File: config.mk
export PLATFORM = sky130hd
export DESIGN_NAME = key_debouncer
export DESIGN_NICKNAME = d
export VERILOG_FILES = /design/src/rtl/pong_pkg.sv /design/src/rtl/key_debouncer_if.sv /design/src/rtl/key_debounce_ch.sv /design/src/rtl/key_debouncer.sv
export SDC_FILE = /design/constraint.sdc
export NUM_CORES = 1
export LEC_CHECK = 0
export CAP_MARGIN = 20
export CORE_UTILIZATION = 45
export DETAILED_ROUTE_END_ITERATION = 12
export PLACE_DENSITY = 0.64
export SKIP_LAST_GASP = 1
export SYNTH_ARGS = -nofsm -noshare
export SYNTH_HDL_FRONTEND = slang
export SYNTH_SLANG_ARGS = --single-unit
File: constraint.sdc
create_clock -name clk_i -period 5.3 [get_ports clk_i]
set_clock_uncertainty 0.1 [all_clocks]
set_input_delay 1.06 -clock clk_i [delete_from_list [all_inputs] [get_ports clk_i]]
set_output_delay 1.06 -clock clk_i [all_outputs]
set_load 0.05 [all_outputs]
File: src/rtl/pong_pkg.sv
// Shared definitions for the key debouncer: per-channel FSM state encoding,
// default timing constants and a small constant-evaluation helper.
// Optional feature macro: KEY_REPEAT_EN (auto-repeat of press pulses).
package pong_pkg;

  // Per-channel debounce FSM states
  typedef enum logic [1:0] {
    KEY_IDLE         = 2'd0,
    KEY_PRESS_WAIT   = 2'd1,
    KEY_PRESSED      = 2'd2,
    KEY_RELEASE_WAIT = 2'd3
  } key_state_t;

  // 10 ms at 50 MHz
  localparam int DEFAULT_DEBOUNCE_CYCLES     = 500_000;
  // 500 ms before the first repeat, then one repeat every 100 ms
  localparam int DEFAULT_REPEAT_DELAY_CYCLES = 25_000_000;
  localparam int DEFAULT_REPEAT_RATE_CYCLES  = 5_000_000;

  // Larger of two integers, used when sizing counters from parameters
  function automatic int max_int(input int a, input int b);
    return (a > b) ? a : b;
  endfunction

endpackage

File: src/rtl/key_debouncer_if.sv
// Key bundle: raw key inputs plus the debounced level and event pulses.
// W is the number of key channels carried by one instance.
// Optional feature macro: KEY_REPEAT_EN (affects only the press pulse timing).
interface key_debouncer_if #(
  parameter int W = 1
) ();

  logic [W-1:0] keys;     // raw board keys
  logic [W-1:0] pressed;  // debounced level, 1 = pressed
  logic [W-1:0] press;    // one-cycle press (and repeat) pulse
  logic [W-1:0] rel;      // one-cycle release pulse

  // Key source / event consumer side
  modport master (output keys, input pressed, input press, input rel);
  // Debouncer side
  modport slave  (input keys, output pressed, output press, output rel);

endinterface

File: src/rtl/key_debounce_ch.sv
// One key channel: 2-flop synchronizer, polarity normalisation, 4-state
// debounce FSM and registered level/pulse outputs. The output stage adds one
// cycle so that a new stable level shows up DEBOUNCE_CYCLES+3 edges after it
// is first sampled.
// Optional feature macro: KEY_REPEAT_EN (auto-repeat press pulses while held).
module key_debounce_ch
  import pong_pkg::*;
#(
  parameter int DEBOUNCE_CYCLES     = DEFAULT_DEBOUNCE_CYCLES,
  parameter int ACTIVE_LOW          = 1,
  parameter int REPEAT_DELAY_CYCLES = DEFAULT_REPEAT_DELAY_CYCLES,
  parameter int REPEAT_RATE_CYCLES  = DEFAULT_REPEAT_RATE_CYCLES
) (
  input  logic            clk_i,
  input  logic            rst_i,
  key_debouncer_if.slave  bus
);

  // Reject parameter sets that would break the counters at elaboration time
  if (DEBOUNCE_CYCLES < 2 || REPEAT_DELAY_CYCLES < 1 || REPEAT_RATE_CYCLES < 1) begin : g_bad_params
    $error("key_debounce_ch: invalid timing parameters");
  end

  localparam int                CNT_W        = $clog2(DEBOUNCE_CYCLES);
  localparam logic [CNT_W-1:0]  CNT_LAST     = CNT_W'(DEBOUNCE_CYCLES - 1);
  // Raw level of a released key; also the XOR mask that maps raw to "1 = pressed"
  localparam logic              RAW_RELEASED = (ACTIVE_LOW != 0);

  logic [1:0]       sync_q;
  logic             sample;
  key_state_t       state_q, state_d;
  logic [CNT_W-1:0] cnt_q, cnt_d;
  logic             held;
  logic             pressed_q, pressed_d;
  logic             press_q, press_d;
  logic             release_q, release_d;

`ifdef KEY_REPEAT_EN
  localparam int                REP_W          = $clog2(max_int(max_int(REPEAT_DELAY_CYCLES, REPEAT_RATE_CYCLES), 2));
  localparam logic [REP_W-1:0]  REP_DELAY_LAST = REP_W'(REPEAT_DELAY_CYCLES - 1);
  localparam logic [REP_W-1:0]  REP_RATE_LAST  = REP_W'(REPEAT_RATE_CYCLES - 1);

  logic [REP_W-1:0] rep_cnt_q, rep_cnt_d;
  logic             rep_first_q, rep_first_d;
  logic             rep_fire;
`endif

  // Synchronize the raw key; reset parks both flops at the released level
  always_ff @(posedge clk_i) begin
    if (rst_i) begin
      sync_q <= {2{RAW_RELEASED}};
    end else begin
      sync_q <= {sync_q[0], bus.keys[0]};
    end
  end

  assign sample = sync_q[1] ^ RAW_RELEASED;

  // FSM state and debounce counter register
  always_ff @(posedge clk_i) begin
    if (rst_i) begin
      state_q <= KEY_IDLE;
      cnt_q   <= '0;
    end else begin
      state_q <= state_d;
      cnt_q   <= cnt_d;
    end
  end

  // Next-state logic: a level is accepted after DEBOUNCE_CYCLES+1 agreeing samples
  always_comb begin
    state_d = state_q;
    cnt_d   = cnt_q;
    case (state_q)
      KEY_IDLE: begin
        if (sample) begin
          state_d = KEY_PRESS_WAIT;
          cnt_d   = '0;
        end
      end
      KEY_PRESS_WAIT: begin
        if (!sample) begin
          state_d = KEY_IDLE;
        end else if (cnt_q == CNT_LAST) begin
          state_d = KEY_PRESSED;
        end else begin
          cnt_d = cnt_q + 1'b1;
        end
      end
      KEY_PRESSED: begin
        if (!sample) begin
          state_d = KEY_RELEASE_WAIT;
          cnt_d   = '0;
        end
      end
      KEY_RELEASE_WAIT: begin
        if (sample) begin
          state_d = KEY_PRESSED;
        end else if (cnt_q == CNT_LAST) begin
          state_d = KEY_IDLE;
        end else begin
          cnt_d = cnt_q + 1'b1;
        end
      end
      default: begin
        state_d = KEY_IDLE;
        cnt_d   = '0;
      end
    endcase
  end

  // Output logic: level follows the FSM, pulses mark edges of that level
  always_comb begin
    held      = (state_q == KEY_PRESSED) || (state_q == KEY_RELEASE_WAIT);
    pressed_d = held;
    press_d   = held && !pressed_q;
    release_d = !held && pressed_q;
`ifdef KEY_REPEAT_EN
    // Repeat timer restarts on the initial press and whenever the key is not held
    rep_cnt_d   = rep_cnt_q;
    rep_first_d = rep_first_q;
    rep_fire    = 1'b0;
    if (!held || !pressed_q) begin
      rep_cnt_d   = '0;
      rep_first_d = 1'b1;
    end else if (rep_cnt_q == (rep_first_q ? REP_DELAY_LAST : REP_RATE_LAST)) begin
      rep_fire    = 1'b1;
      rep_cnt_d   = '0;
      rep_first_d = 1'b0;
    end else begin
      rep_cnt_d = rep_cnt_q + 1'b1;
    end
    press_d = press_d || rep_fire;
`endif
  end

  // Output registers; reset drops everything without emitting a pulse
  always_ff @(posedge clk_i) begin
    if (rst_i) begin
      pressed_q   <= 1'b0;
      press_q     <= 1'b0;
      release_q   <= 1'b0;
`ifdef KEY_REPEAT_EN
      rep_cnt_q   <= '0;
      rep_first_q <= 1'b1;
`endif
    end else begin
      pressed_q   <= pressed_d;
      press_q     <= press_d;
      release_q   <= release_d;
`ifdef KEY_REPEAT_EN
      rep_cnt_q   <= rep_cnt_d;
      rep_first_q <= rep_first_d;
`endif
    end
  end

  assign bus.pressed[0] = pressed_q;
  assign bus.press[0]   = press_q;
  assign bus.rel[0]     = release_q;

endmodule

File: src/rtl/key_debouncer.sv
// Multi-key debouncer top: one independent key_debounce_ch per key, with the
// per-channel results packed into the output vectors.
// Optional feature macro: KEY_REPEAT_EN (auto-repeat press pulses while held).
module key_debouncer
  import pong_pkg::*;
#(
  parameter int N_KEYS              = 2,
  parameter int DEBOUNCE_CYCLES     = DEFAULT_DEBOUNCE_CYCLES,
  parameter int ACTIVE_LOW          = 1,
  parameter int REPEAT_DELAY_CYCLES = DEFAULT_REPEAT_DELAY_CYCLES,
  parameter int REPEAT_RATE_CYCLES  = DEFAULT_REPEAT_RATE_CYCLES
) (
  input  logic              clk_i,
  input  logic              rst_i,
  input  logic [N_KEYS-1:0] keys_i,
  output logic [N_KEYS-1:0] pressed_o,
  output logic [N_KEYS-1:0] press_o,
  output logic [N_KEYS-1:0] release_o
);

  for (genvar gi = 0; gi < N_KEYS; gi++) begin : g_ch
    key_debouncer_if #(.W(1)) ch_if ();

    assign ch_if.keys[0] = keys_i[gi];
    assign pressed_o[gi] = ch_if.pressed[0];
    assign press_o[gi]   = ch_if.press[0];
    assign release_o[gi] = ch_if.rel[0];

    key_debounce_ch #(
      .DEBOUNCE_CYCLES     (DEBOUNCE_CYCLES),
      .ACTIVE_LOW          (ACTIVE_LOW),
      .REPEAT_DELAY_CYCLES (REPEAT_DELAY_CYCLES),
      .REPEAT_RATE_CYCLES  (REPEAT_RATE_CYCLES)
    ) u_ch (
      .clk_i (clk_i),
      .rst_i (rst_i),
      .bus   (ch_if)
    );
  end

endmodule

==> impl.org, run 1 <==
** Run status
- The run finished with clean final reports.

** Floorplanning
- In this run the horizontal extent of the chip is 80.8 um.
- The floorplan has 28 rows.
- In this run the count of I/O pins placed on the die edge is 10.
- The die is roughly 81 um tall.
- Starting density of the core :: a little under half
- In this run the standard cell core region covers ~6000 um^2.
- The die covers 6520 um^2.

** Setup path
- Required time reported for the critical path endpoint :: between 5000 and 6000 ps
- CP bufs+invs :: 3
- Data arrives at the worst endpoint at between 3000 and 4000 ps.
- Endpoint class of the critical path :: register
- On the worst path, the slowest cell contributes a delay of 560 ps.
- Crit Path Max Fanout :: 37
- The endpoint identified for the worst register-to-register timing path is g_ch[1].u_ch.cnt_q[12].
- Cell-by-cell listing of the critical path :: clkdlybuf4s50_1 -> buf_4 -> inv_1 -> o21ai_1 -> a2111o_1 -> o21ai_0
- Slack of the worst reg-to-reg path :: around 3200 ps
- For this design, the slowest cell found on the critical path is sky130_fd_sc_hd__inv_1.
- For the worst flop-to-flop path, the logic depth is 4.
- Category of cells accounting for the largest share of critical-path delay :: buffers and inverters
- The critical path is of the primary input to register type.
- Crit start category :: primary input

** Timing
- Number of pins exceeding their max-slew limit in the final report :: 0
- Slew at the pin closest to its max-slew limit :: 967 ps
- Period utilisation layout :: 59.4%
- Post-route minimum period :: between 3000 and 4000 ps
- Summed over all failing endpoints, the final setup total negative slack is 0 ps.
- The total count of hold-check failures in the final report was 0.
- Hold_ws :: roughly 320 ps
- Static timing analysis puts the maximum clock frequency at 318 MHz.
- Setup repair after global routing missed its margin :: false
- In this run the tightest slew margin relative to its limit is a little over a third.
- Number of setup violations in the final report :: 0

** Synthesis
- Most used standard cell by instance count after synthesis :: sky130_fd_sc_hd__dfxtp_1
- The synthesized netlist devotes roughly 17% of its cell area to compound gates.
- Commonest register cell after synthesis :: sky130_fd_sc_hd__dfxtp_1
- Net count after synthesis :: 341
- Async set or reset register ratio after synthesis :: 0%
- For this run, the number of Yosys warnings is 0.
- Synthesized instance count :: about 340
- After Yosys synthesis, XOR and XNOR cells account for between 2 and 2.5% of the synthesized area.
- By count the netlist is led by sky130_fd_sc_hd__dfxtp_1, sky130_fd_sc_hd__nand2_1, sky130_fd_sc_hd__nand3_1, sky130_fd_sc_hd__a21oi_1, sky130_fd_sc_hd__and3_1.
- The synthesized design devotes to its leading area cell type 37.3% of total area.
- Synthesis-stage register bit count :: 52
- Mapped cell area :: between 2000 and 3000 um^2
- Top area cells in the synthesized netlist :: sky130_fd_sc_hd__dfxtp_1, sky130_fd_sc_hd__nand3_1, sky130_fd_sc_hd__a21oi_1
- Summing the areas of all fa, ha and maj instances in the mapped netlist gives 0.896% of the synthesized area.
- After synthesis, the netlist uses 54 different library cells.
- The share of the Yosys chip area taken by registers is a little under two fifths.
- Area leader, netlist :: sky130_fd_sc_hd__dfxtp_1
- Multiplexer share of the synthesized area :: approximately 2.6%
- Share of synthesized cell area in and, or, nand and nor gates :: about 33%
- After synthesis, the largest family of logic cells by area is simple AND/OR/NAND/NOR gates.
- Count of flip-flops with a built-in enable after synthesis :: 0
- Mean post-synth cell area :: ~8.3 um^2

** Global route
- Largest net degree at the start of global routing :: 38
- The number of global-route vias before repair was about 2200.
- Global route total overflow :: 0
- Number of antenna violations at the first check in global routing :: 0
- The first global-routing pass estimated slightly above 10000 um of wire.
- Global-route total usage across every layer :: about a fifth

** Clock network
- Number of gates given a new drive strength after cts :: 0
- Clock latency reported for the late side of the worst-skew pair :: around 300 ps
- Clock-pin slew was measured on the worst setup and hold paths at ~100 ps.
- Max Buffers Root-to-Sink :: 2
- Clock tree synthesis inserted a total of 5 buffers.
- Hold Buf Count CTS :: 0
- Clock tree from TritonCTS :: yes
- H-tree depth reported by CTS :: 2
- Buffers added to address setup during post-CTS repair amount to 0.
- The tree built by TritonCTS fans out to 52 sinks.
- In this run the clock root is driven by a sky130_fd_sc_hd__clkbuf_8.

** Power and ir drop
- Final Power :: ~0.70 mW
- Peak supply drop :: 124 uV
- For this design the static power due to leakage is 0.949 nW.
- Power spread over the standard cell area amounts to 239 nW/um^2.

** Placed design
- Placed Area :: 2820 um^2
- Buffers placed on the I/O ports in this run total 9.
- At the end of routability-driven placement, the weighted congestion stood at 0.761.
- Detailed placement finished with a half-perimeter wire length of between 3000 and 4000 um.

** Hold path
- Start point of the worst hold path :: g_ch[0].u_ch.sync_q[0]
- Hold Path Stages :: 1
- For hold timing, the worst endpoint is g_ch[0].u_ch.sync_q[1].
- The min-delay analysis places its worst path in the category register to register.

** Detailed routing
- Wires add up to approximately 5800 um.
- In this run the remaining antenna-violating nets after routing total 0.
- Vias :: roughly 2500
- Drt wl/cell :: 14.6 um
- After detailed routing, the number of vias per cell comes to a little over 6.
- First-pass detailed-route iteration total :: 5
- Residual DRC :: 0
- Iteration-0 DRC count of the detailed router :: 106

** Cells and area
- After routing the design area is just under 3000 um^2.
- Area growth from synthesis to layout :: 5.51%
- Count of nets after finishing :: 330
- The number of antenna diodes in the final layout is 0.
- In the final layout, the share of cells above drive strength 1 is just under 8%.

** Run
- Maximum capacitance violations :: 0
## cells by family (layout without fill, tap and decap cells)
family	after synthesis	after routing
flip-flops	52	52
AO/OA/AOI/OAI	74	74
AND/OR/NAND/NOR	158	158
multiplexers	7	7
buffers and inverters	35	25
XOR/XNOR	7	7
adder cells (fa/ha/maj)	2	2
## cell usage in the layout, fill, tap and decap left out, drive strengths merged, types with 3 or more instances in the layout
cell type	synthesis	routed
a211oi	7	7
a21oi	23	23
a31oi	5	5
a41oi	3	3
and2	3	3
and3	16	16
and4	6	6
clkbuf	7	6
clkdlybuf4s50	0	9
dfxtp	52	52
inv	6	6
mux2i	6	6
nand2	32	32
nand2b	3	3
nand3	27	27
nand4	13	13
nor2	12	12
nor2b	5	5
nor3	3	3
nor3b	3	3
nor4	5	5
o211ai	3	3
o21ai	15	15
o311ai	5	5
o31ai	3	3
or2	6	6
or3	8	8
or4	7	7
xor2	5	5
## worst max-delay path by stage
stage               startpoint                     to  slack (ps)  depth (start not counted)
detailed placement       rst_i  g_ch[1].u_ch.cnt_q[3]        1850                          6
floorplan                rst_i   g_ch[1].u_ch.bus.rel        3140                          4
global placement         rst_i  g_ch[1].u_ch.cnt_q[9]        1890                          6
global route             rst_i  g_ch[1].u_ch.cnt_q[3]        2040                          6
finish                   rst_i  g_ch[1].u_ch.cnt_q[3]        2150                          6
CTS                      rst_i  g_ch[1].u_ch.cnt_q[3]        2170                          6
## power breakdown
| group | leakage [nW] | total, mW | internal, mW | switching, mW |
|---|---|---|---|---|
| Sequential | 0.420 | 0.395 | 0.392 | 0.00240 |
| Combinational | 0.468 | 0.0251 | 0.00774 | 0.0174 |
| Clock | 0.0614 | 0.284 | 0.154 | 0.129 |
| Total | 0.949 | 0.703 | 0.555 | 0.149 |
## cell type report
cell class | instances | area [um^2]
Fill cell | 587 | 3010
Multi-Input combinational cell | 248 | 1560
Sequential cell | 52 | 1040
Timing Repair Buffer | 11 | 105
Tap cell | 75 | 93.8
Clock buffer | 6 | 82.6
Clock inverter | 2 | 38.8
Inverter | 6 | 22.5
## layer usage
metal / vias up / GRT usage (%) / routed length [um]
met5: - / 0 / 0
met4: 0 / 6.25 / 65
met3: 7 / 3.93 / 235
met2: 54 / 31.7 / 2660
met1: 1161 / 26.7 / 2880
li1: 1230 / - / -
## worst register-to-register path, cell delays in order (launching register included)
cell and delay [ps]:
sky130_fd_sc_hd__dfxtp_1 450, sky130_fd_sc_hd__xnor2_2 240, sky130_fd_sc_hd__a21oi_1 840, sky130_fd_sc_hd__or2b_1 290
sky130_fd_sc_hd__mux2i_1 120
## metrics by stage
stage	instances	setup WS [ps]	utilization [%]
3_5_place_dp	392	1850	47.4
3_3_place_gp	392	1890	47.4
6_report	400	2150	49.5
5_1_grt	400	2040	49.5
4_1_cts	400	2170	49.5
2_1_floorplan	335	3140	-
## sequential cells by signal (all words and copies together), names as in the netlist, named ones only
register	flops
g_ch.u_ch.bus.rel	2
g_ch.u_ch.bus.pressed	2
g_ch.u_ch.state_q	2
g_ch.u_ch.cnt_q	38
g_ch.u_ch.bus.press	2
g_ch.u_ch.sync_q	4
(Power assumes the default switching activity.)
==> inputs of run 2 (changes only) <==
==> constraint.sdc (replaced) <==
create_clock -name clk_i -period 3.3 [get_ports clk_i]
set_clock_uncertainty 0.1 [all_clocks]
set_input_delay 0.66 -clock clk_i [delete_from_list [all_inputs] [get_ports clk_i]]
set_output_delay 0.66 -clock clk_i [all_outputs]
set_load 0.05 [all_outputs]
==> impl.org, run 2 (same netlist as run 1, synthesis figures left out) <==
** Timing
- Endpoints failing hold :: 0 (unchanged)
- Derived from the worst setup path, the maximum achievable clock frequency is around 450 MHz.
- The final worst-path setup slack was 1070 ps (was 2150 ps).
- Setup repair after global routing missed its margin :: false (unchanged)
- The count of pins over their slew limit came to 0 (unchanged).
- Remaining max-slew budget at the tightest pin :: 49.5% (was 35.5%)
- The routed design could run at a clock period as short as around 2200 ps.
- The transition time of the tightest slew-check pin is 753 ps (was 967 ps).
- Period utilisation layout :: 67.7%
- The total negative slack for setup checks came to 0 ps (unchanged).
- Hold_ws :: 330 ps (was 315 ps)
- Number of setup violations in the final report :: 0 (unchanged)

** Floorplanning
- Starting density of the core :: 46.9% (unchanged)
- The number of primary I/O pins is 10 (unchanged).
- The area of the die is 6520 um^2 (unchanged).
- The die span in y came to 80.8 um (unchanged).
- Number of placement rows :: 28 (unchanged)
- Core area :: 5960 um^2 (unchanged)
- Horizontal extent of the die :: 80.8 um (unchanged)

** Placed design
- Instance count after placement with tap cells included :: 395 (was 392)
- Routability congestion estimate from global placement :: 0.789 (was 0.761)
- Pre-CTS WS :: 775 ps (was 1850 ps)
- Total half-perimeter wirelength after legalization and detailed placement :: 3850 um (was 3800 um)
- I/O Buffers :: 9 (unchanged)

** Cells and area
- The total inserted antenna cells is 0 (unchanged).
- Registers with the highest flip-flop counts :: g_ch.u_ch.cnt_q: 38 flops, g_ch.u_ch.sync_q: 4 flops (unchanged)
- Register name with the most flops :: g_ch.u_ch.cnt_q (unchanged)
- The layout overhead on the synthesized area came to 5.06% (was 5.51%).
- The most common cell after layout, fill and taps aside is sky130_fd_sc_hd__dfxtp_1 (unchanged).
- Most frequent cells in the layout :: sky130_fd_sc_hd__dfxtp_1, sky130_fd_sc_hd__nand2_1, sky130_fd_sc_hd__nand3_1, sky130_fd_sc_hd__a21oi_1, sky130_fd_sc_hd__and3_1 (unchanged)
- The count of placed standard cells in the final layout, fillers left out is 403 (was 400).
- Filler cell count in the final layout :: 597 (was 587)
- The share of final-layout standard cells stronger than drive strength 1 came to 8.23% (was 7.69%).
- Count of nets after finishing :: 333 (was 330)
- The flip-flop count of the largest register after layout came to 38 (unchanged).

** Setup path
- CP Class :: primary input to register (unchanged)
- Cell-by-cell listing of the critical path :: clkdlybuf4s50_1 -> inv_1 -> o21ai_1 -> a2111o_1 -> o21ai_0 (was clkdlybuf4s50_1 -> buf_4 -> inv_1 -> o21ai_1 -> a2111o_1 -> o21ai_0)
- The critical path startpoint category is a primary input (unchanged).
- Critical path arrival :: 2370 ps (was 3280 ps)
- The maximum cell stage delay along the critical path came to 470 ps (was 560 ps).
- Slowest cell on the critical path :: sky130_fd_sc_hd__a2111o_1 (was sky130_fd_sc_hd__inv_1)
- Required time reported for the critical path endpoint :: 3430 ps (was 5440 ps)
- Crit Path Max Fanout :: 15 (was 37)
- Slack of the worst reg-to-reg path :: 1280 ps (was 3190 ps)
- The capturing element type of the critical path is a register (unchanged).

** Detailed routing
- Routed Wire Length :: 5750 um (was 5840 um)
- The total via count in the routed design came to 2405 (was 2452).
- The met3 wirelength from detailed routing is 251 um (was 235 um).
- First-pass detailed-route iteration total :: 4 (was 5)
- Via count normalized by instance count :: 5.97 (was 6.13)
- The sum of routed wire segments on met1 was 2860 um (was 2880 um).
- Residual DRC :: 0 (unchanged)
- The uppermost layer routed is met4 (unchanged).
- The average wire per standard cell was 14.3 um (was 14.6 um).
- Iteration-0 DRC count of the detailed router :: 121 (was 106)
- Met2 routed WL :: 2600 um (was 2660 um)
- Final ANT Viol Nets :: 0 (unchanged)

** Run
- Maximum capacitance violations :: 0 (unchanged)

** Global route
- The first-pass GRT wire length came to 10000 um (was 10300 um).
- The aggregate global-route resource usage came to 19.3% (was 19.8%).
- The total congestion overflow after global routing was 0 (unchanged).
- Largest net degree at the start of global routing :: 37 (was 38)
- Via count of the first global-routing pass :: 2140 (was 2232)
- Number of antenna violations at the first check in global routing :: 0 (unchanged)

** Run status
- Run status: finished, final reports clean (unchanged).

** Clock network
- The H-tree level count was 2 (unchanged).
- The count of buffers added by post-CTS timing repair for setup is 0 (unchanged).
- The TritonCTS clock tree was yes (unchanged).
- The number of clock sinks seen by CTS was 52 (unchanged).
- Clock root buffer :: sky130_fd_sc_hd__clkbuf_8 (unchanged)
- Clock slew at the register clock pins of the worst setup and hold paths :: 90 ps (was 100 ps)
- The number of buffers created by CTS is 5 (unchanged).
- The maximum clock insertion buffer count came to 2 (unchanged).
- The later-pin clock latency in the skew report is 300 ps (about the same).
- Hold Buf Count CTS :: 0 (unchanged)
- The quantity of gates resized following cts came to 0 (unchanged).

** Power and ir drop
- The leakage power of the design was 0.948 nW (was 0.949 nW).
- The areal power density over the cells is 355 nW/um^2 (was 239 nW/um^2).
- Peak supply drop :: 158 uV (was 124 uV)

** Hold path
- Worst hold path type :: register to register (unchanged)
run 2: cell types whose count changed in the layout (fill, tap and decap cells not counted), sizes merged:
cell    change
buf         +3
bufinv      -1
inv         +1
run 2: critical path, delay by kind of cell:
kind / cells / cell delay, ps
AO/OA/AOI/OAI: 3 / 940
buffers and inverters: 2 / 780
run 2: routing by layer:
| layer | vias to the layer above | global-route usage (%) |
|---|---|---|
| met5 | - | 0 |
| met4 | 0 | 5.36 |
| met3 | 4 | 3.03 |
| met2 | 49 | 33.1 |
| met1 | 1119 | 25.1 |
| li1 | 1233 | - |
run 2: final timing paths:
check | start | endpoint | depth (start not counted)
max reg2reg | g_ch[0].u_ch.state_q[0] | g_ch[0].u_ch.cnt_q[3] | 3
min reg2reg | g_ch[1].u_ch.sync_q[0] | g_ch[1].u_ch.sync_q[1] | 1
max | rst_i | g_ch[1].u_ch.cnt_q[3] | 5
min | g_ch[1].u_ch.sync_q[0] | g_ch[1].u_ch.sync_q[1] | 1
run 2: through the flow:
stage	area, um^2	utilization (%)	power [mW]
after global routing	2930	49.2	1.08
after CTS	2930	49.2	1.06
final	2930	49.2	1.04
after floorplan	2790	-	0.678
after detailed placement	2850	47.8	0.692
after global placement	2850	47.8	0.692
run 2: layout make-up:
class	count	area, um^2	area share, %
Clock buffer	6	72.6	2.47
Clock inverter	2	13.8	0.469
Inverter	6	22.5	0.768
Multi-Input combinational cell	248	1560	53.2
Sequential cell	52	1040	35.5
Tap cell	75	93.8	3.20
Timing Repair Buffer	14	128	4.35
run 2: power by group:
part / total [mW] / leakage (nW) / switching [mW] / internal (mW)
combinational: 0.0434 / 0.483 / 0.0287 / 0.0147
sequential: 0.634 / 0.420 / 0.00384 / 0.630
clock: 0.364 / 0.0456 / 0.212 / 0.152
total: 1.04 / 0.948 / 0.245 / 0.796
==> inputs of run 3 (changes only) <==
--- a/config.mk
+++ b/config.mk
@@ -8,7 +8,7 @@
 export CAP_MARGIN = 20
 export CORE_UTILIZATION = 45
 export DETAILED_ROUTE_END_ITERATION = 12
-export PLACE_DENSITY = 0.64
+export PLACE_DENSITY = 0.66
 export SKIP_LAST_GASP = 1
 export SYNTH_ARGS = -nofsm -noshare
 export SYNTH_HDL_FRONTEND = slang
==> constraint.sdc (replaced) <==
create_clock -name clk_i -period 1.9 [get_ports clk_i]
set_clock_uncertainty 0.1 [all_clocks]
set_input_delay 0.38 -clock clk_i [delete_from_list [all_inputs] [get_ports clk_i]]
set_output_delay 0.38 -clock clk_i [all_outputs]
set_load 0.05 [all_outputs]
==> impl.org, run 3 (same netlist as run 1, synthesis figures left out) <==
** Setup path
- Crit Path Max Fanout :: 12 (was 15)
- Crit start category :: register (was primary input)
- The class of the most critical setup path is register to register (was primary input to register).
- Endpoint class of the critical path :: register (unchanged)
- Slowest cell on the critical path :: sky130_fd_sc_hd__dfxtp_1 (was sky130_fd_sc_hd__a2111o_1)
- Launch point of the worst path :: g_ch[1].u_ch.cnt_q[0] (was rst_i)
- The reg-to-reg setup timing slack is 100 ps (was 1280 ps).
- The startpoint of the worst-slack reg-to-reg timing path was g_ch[1].u_ch.cnt_q[0] (was g_ch[0].u_ch.state_q[0]).
- End point of the critical path :: g_ch[1].u_ch.cnt_q[14] (was g_ch[1].u_ch.cnt_q[3])
- Required time reported for the critical path endpoint :: 2050 ps (was 3430 ps)
- The arrival time of the worst setup path came to 1950 ps (was 2370 ps).
- Worst flop-to-flop path endpoint :: g_ch[1].u_ch.cnt_q[14] (was g_ch[0].u_ch.cnt_q[3])
- Number of cells traversed by the worst register-to-register path :: 5 (was 3)
- Delay of the slowest cell on the worst path :: 340 ps (was 470 ps)
- Cell-by-cell listing of the critical path :: ha_1 -> and3_1 -> and2_2 -> a211oi_1 -> mux2i_1 (was clkdlybuf4s50_1 -> inv_1 -> o21ai_1 -> a2111o_1 -> o21ai_0)

** Placed design
- Total half-perimeter wirelength after legalization and detailed placement :: 4380 um (was 3850 um)
- I/O Buffers :: 9 (unchanged)
- Pre-CTS WS :: -68.2 ps (was 775 ps)
- The final weighted congestion in routability-driven placement is 0.788 (was 0.789).

** Detailed routing
- Iteration-0 DRC count of the detailed router :: 76 (was 121)
- The number of detailed-routing iterations run before antenna repair is 4 (unchanged).
- The average wire per standard cell is 14.7 um (was 14.3 um).
- Final ANT Viol Nets :: 0 (unchanged)
- The total routed wirelength is 6290 um (was 5750 um).
- Via count normalized by instance count :: 5.95 (was 5.97)
- Vias :: 2539 (was 2405)
- The number of design rule violations left after detail routing came to 0 (unchanged).

** Hold path
- The class of the most critical hold timing path was register to register (unchanged).

** Timing
- Number of setup violations in the final report :: 0 (unchanged)
- The total count of hold-check failures in the final report is 0 (unchanged).
- Minimum setup slack in the final design :: 101 ps (was 1070 ps)
- Setup repair after global routing missed its margin: false (unchanged).
- The transition time of the tightest slew-check pin came to 401 ps (was 753 ps).
- The post-route worst hold slack came to 321 ps (was 330 ps).
- Number of pins exceeding their max-slew limit in the final report :: 0 (unchanged)
- The relative max-transition margin came to 73.2% (was 49.5%).
- Timing would allow up to approximately 560 MHz.
- The final critical path takes up 94.7% of the cycle.
- The routed design could run at a clock period as short as 1800 ps.

** Clock network
- H-tree depth reported by CTS :: 2 (unchanged)
- The number of clock sinks seen by CTS came to 52 (unchanged).
- The count of buffers added by post-CTS timing repair for setup is 0 (unchanged).
- The later-pin clock latency in the skew report is 320 ps (was 300 ps).
- The buffer type at the clock tree root is sky130_fd_sc_hd__clkbuf_8 (unchanged).
- Max Buffers Root-to-Sink :: 2 (unchanged)
- Clock tree from TritonCTS :: yes (unchanged)
- The quantity of gates resized following cts was 0 (unchanged).
- Clock slew at the register clock pins of the worst setup and hold paths :: 110 ps (was 90 ps)
- The number of buffers inserted for hold repair after clock tree synthesis was 0 (unchanged).
- Number of CTS-inserted buffers :: 5 (unchanged)

** Floorplanning
- The core region area came to 5960 um^2 (unchanged).
- The die span in y is 80.8 um (unchanged).
- Starting density of the core :: 46.9% (unchanged)
- The area of the die was 6520 um^2 (unchanged).
- The row count is 28 (unchanged).
- Horizontal extent of the die :: 80.8 um (unchanged)
- Top-Level Pins :: 10 (unchanged)

** Cells and area
- The total inserted antenna cells is 0 (unchanged).
- The number of nets at the end of the flow is 357 (was 333).
- Max FFs per register :: 38 (unchanged)
- Area growth from synthesis to layout :: 12.9% (was 5.06%)
- Registers with the highest flip-flop counts :: g_ch.u_ch.cnt_q: 38 flops, g_ch.u_ch.sync_q: 4 flops (unchanged)
- Most frequent cells in the layout :: sky130_fd_sc_hd__dfxtp_1, sky130_fd_sc_hd__buf_4, sky130_fd_sc_hd__nand2_1, sky130_fd_sc_hd__nand3_1, sky130_fd_sc_hd__a21oi_1 (was sky130_fd_sc_hd__dfxtp_1, sky130_fd_sc_hd__nand2_1, sky130_fd_sc_hd__nand3_1, sky130_fd_sc_hd__a21oi_1, sky130_fd_sc_hd__and3_1)
- The share of final-layout standard cells stronger than drive strength 1 was 17.3% (was 8.23%).
- Register name with the most flops :: g_ch.u_ch.cnt_q (unchanged)
- Most common cell after layout, fill and taps aside :: sky130_fd_sc_hd__dfxtp_1 (unchanged)

** Power and ir drop
- The leakage power of the design is 1.10 nW (was 0.948 nW).
- The total design power is 1.86 mW (was 1.04 mW).
- Total power density per cell area :: 589 nW/um^2 (was 355 nW/um^2)
- Peak supply drop :: 331 uV (was 158 uV)

** Run status
- Run status :: finished, final reports clean (unchanged)

** Global route
- The maximum number of pins on one net before global-route repair came to 28 (was 37).
- The first-pass GRT wire length was 10700 um (was 10000 um).
- The aggregate global-route resource usage was 21.0% (was 19.3%).
- The number of antenna violations at the first check in global routing is 0 (unchanged).
- Via count of the first global-routing pass :: 2294 (was 2140)
- Global route total overflow :: 0 (unchanged)

** Run
- The max-cap check violation count was 0 (unchanged).
==> run 3: worst max-delay path: cells and delay by family, from the launching register on <==
kind	cells	cell delay [ps]
multiplexers	1	220
AND/OR/NAND/NOR	2	530
adder cells (fa/ha/maj)	1	220
flip-flops	1	340
AO/OA/AOI/OAI	1	320
==> run 3: power by group <==
group          internal, mW  switching [mW]  leakage [nW]
Sequential             1.09         0.00486         0.420
Clock                 0.263           0.399        0.0445
Combinational        0.0399          0.0550         0.639
==> run 3: worst min-delay path by stage <==
stage | from | end | slack [ps] | cells after the start
detailed placement | g_ch[0].u_ch.sync_q[0] | g_ch[0].u_ch.sync_q[1] | 300 | 1
finish | g_ch[0].u_ch.sync_q[0] | g_ch[0].u_ch.sync_q[1] | 320 | 1
global route | g_ch[0].u_ch.sync_q[0] | g_ch[0].u_ch.sync_q[1] | 340 | 1
CTS | g_ch[0].u_ch.sync_q[0] | g_ch[0].u_ch.sync_q[1] | 320 | 1
floorplan | g_ch[0].u_ch.sync_q[0] | g_ch[0].u_ch.sync_q[1] | 290 | 1
global placement | g_ch[1].u_ch.sync_q[0] | g_ch[1].u_ch.sync_q[1] | 290 | 1
==> run 3: per-layer routing <==
metal / GRT usage, % / up-vias / share of wire, %
met5: 0 / - / 0
met2: 35.7 / 41 / 49
li1: - / 1286 / -
met4: 8.04 / 0 / 1.4
met1: 26.6 / 1204 / 46
met3: 3.60 / 8 / 3.5
==> run 3: cell type report <==
type                    count  area (um^2)
fillers                   577         2810
multi-input cells         248         1570
flip-flops and latches     52         1040
repair buffers             38          330
well taps                  75         93.8
clock buffers               5         68.8
inverters                   6         22.5
clock inverters             3         21.3
==> run 3: stage by stage <==
step | utilization [%] | setup TNS (ps) | area [um^2] | cells
finish | 52.9 | 0 | 3150 | 427
global route | 52.9 | 0 | 3150 | 427
CTS | 52.7 | 0 | 3140 | 427
detailed placement | 51.2 | -238 | 3050 | 419
global placement | 51.2 | -16.3 | 3050 | 419
floorplan | - | 0 | 2790 | 335
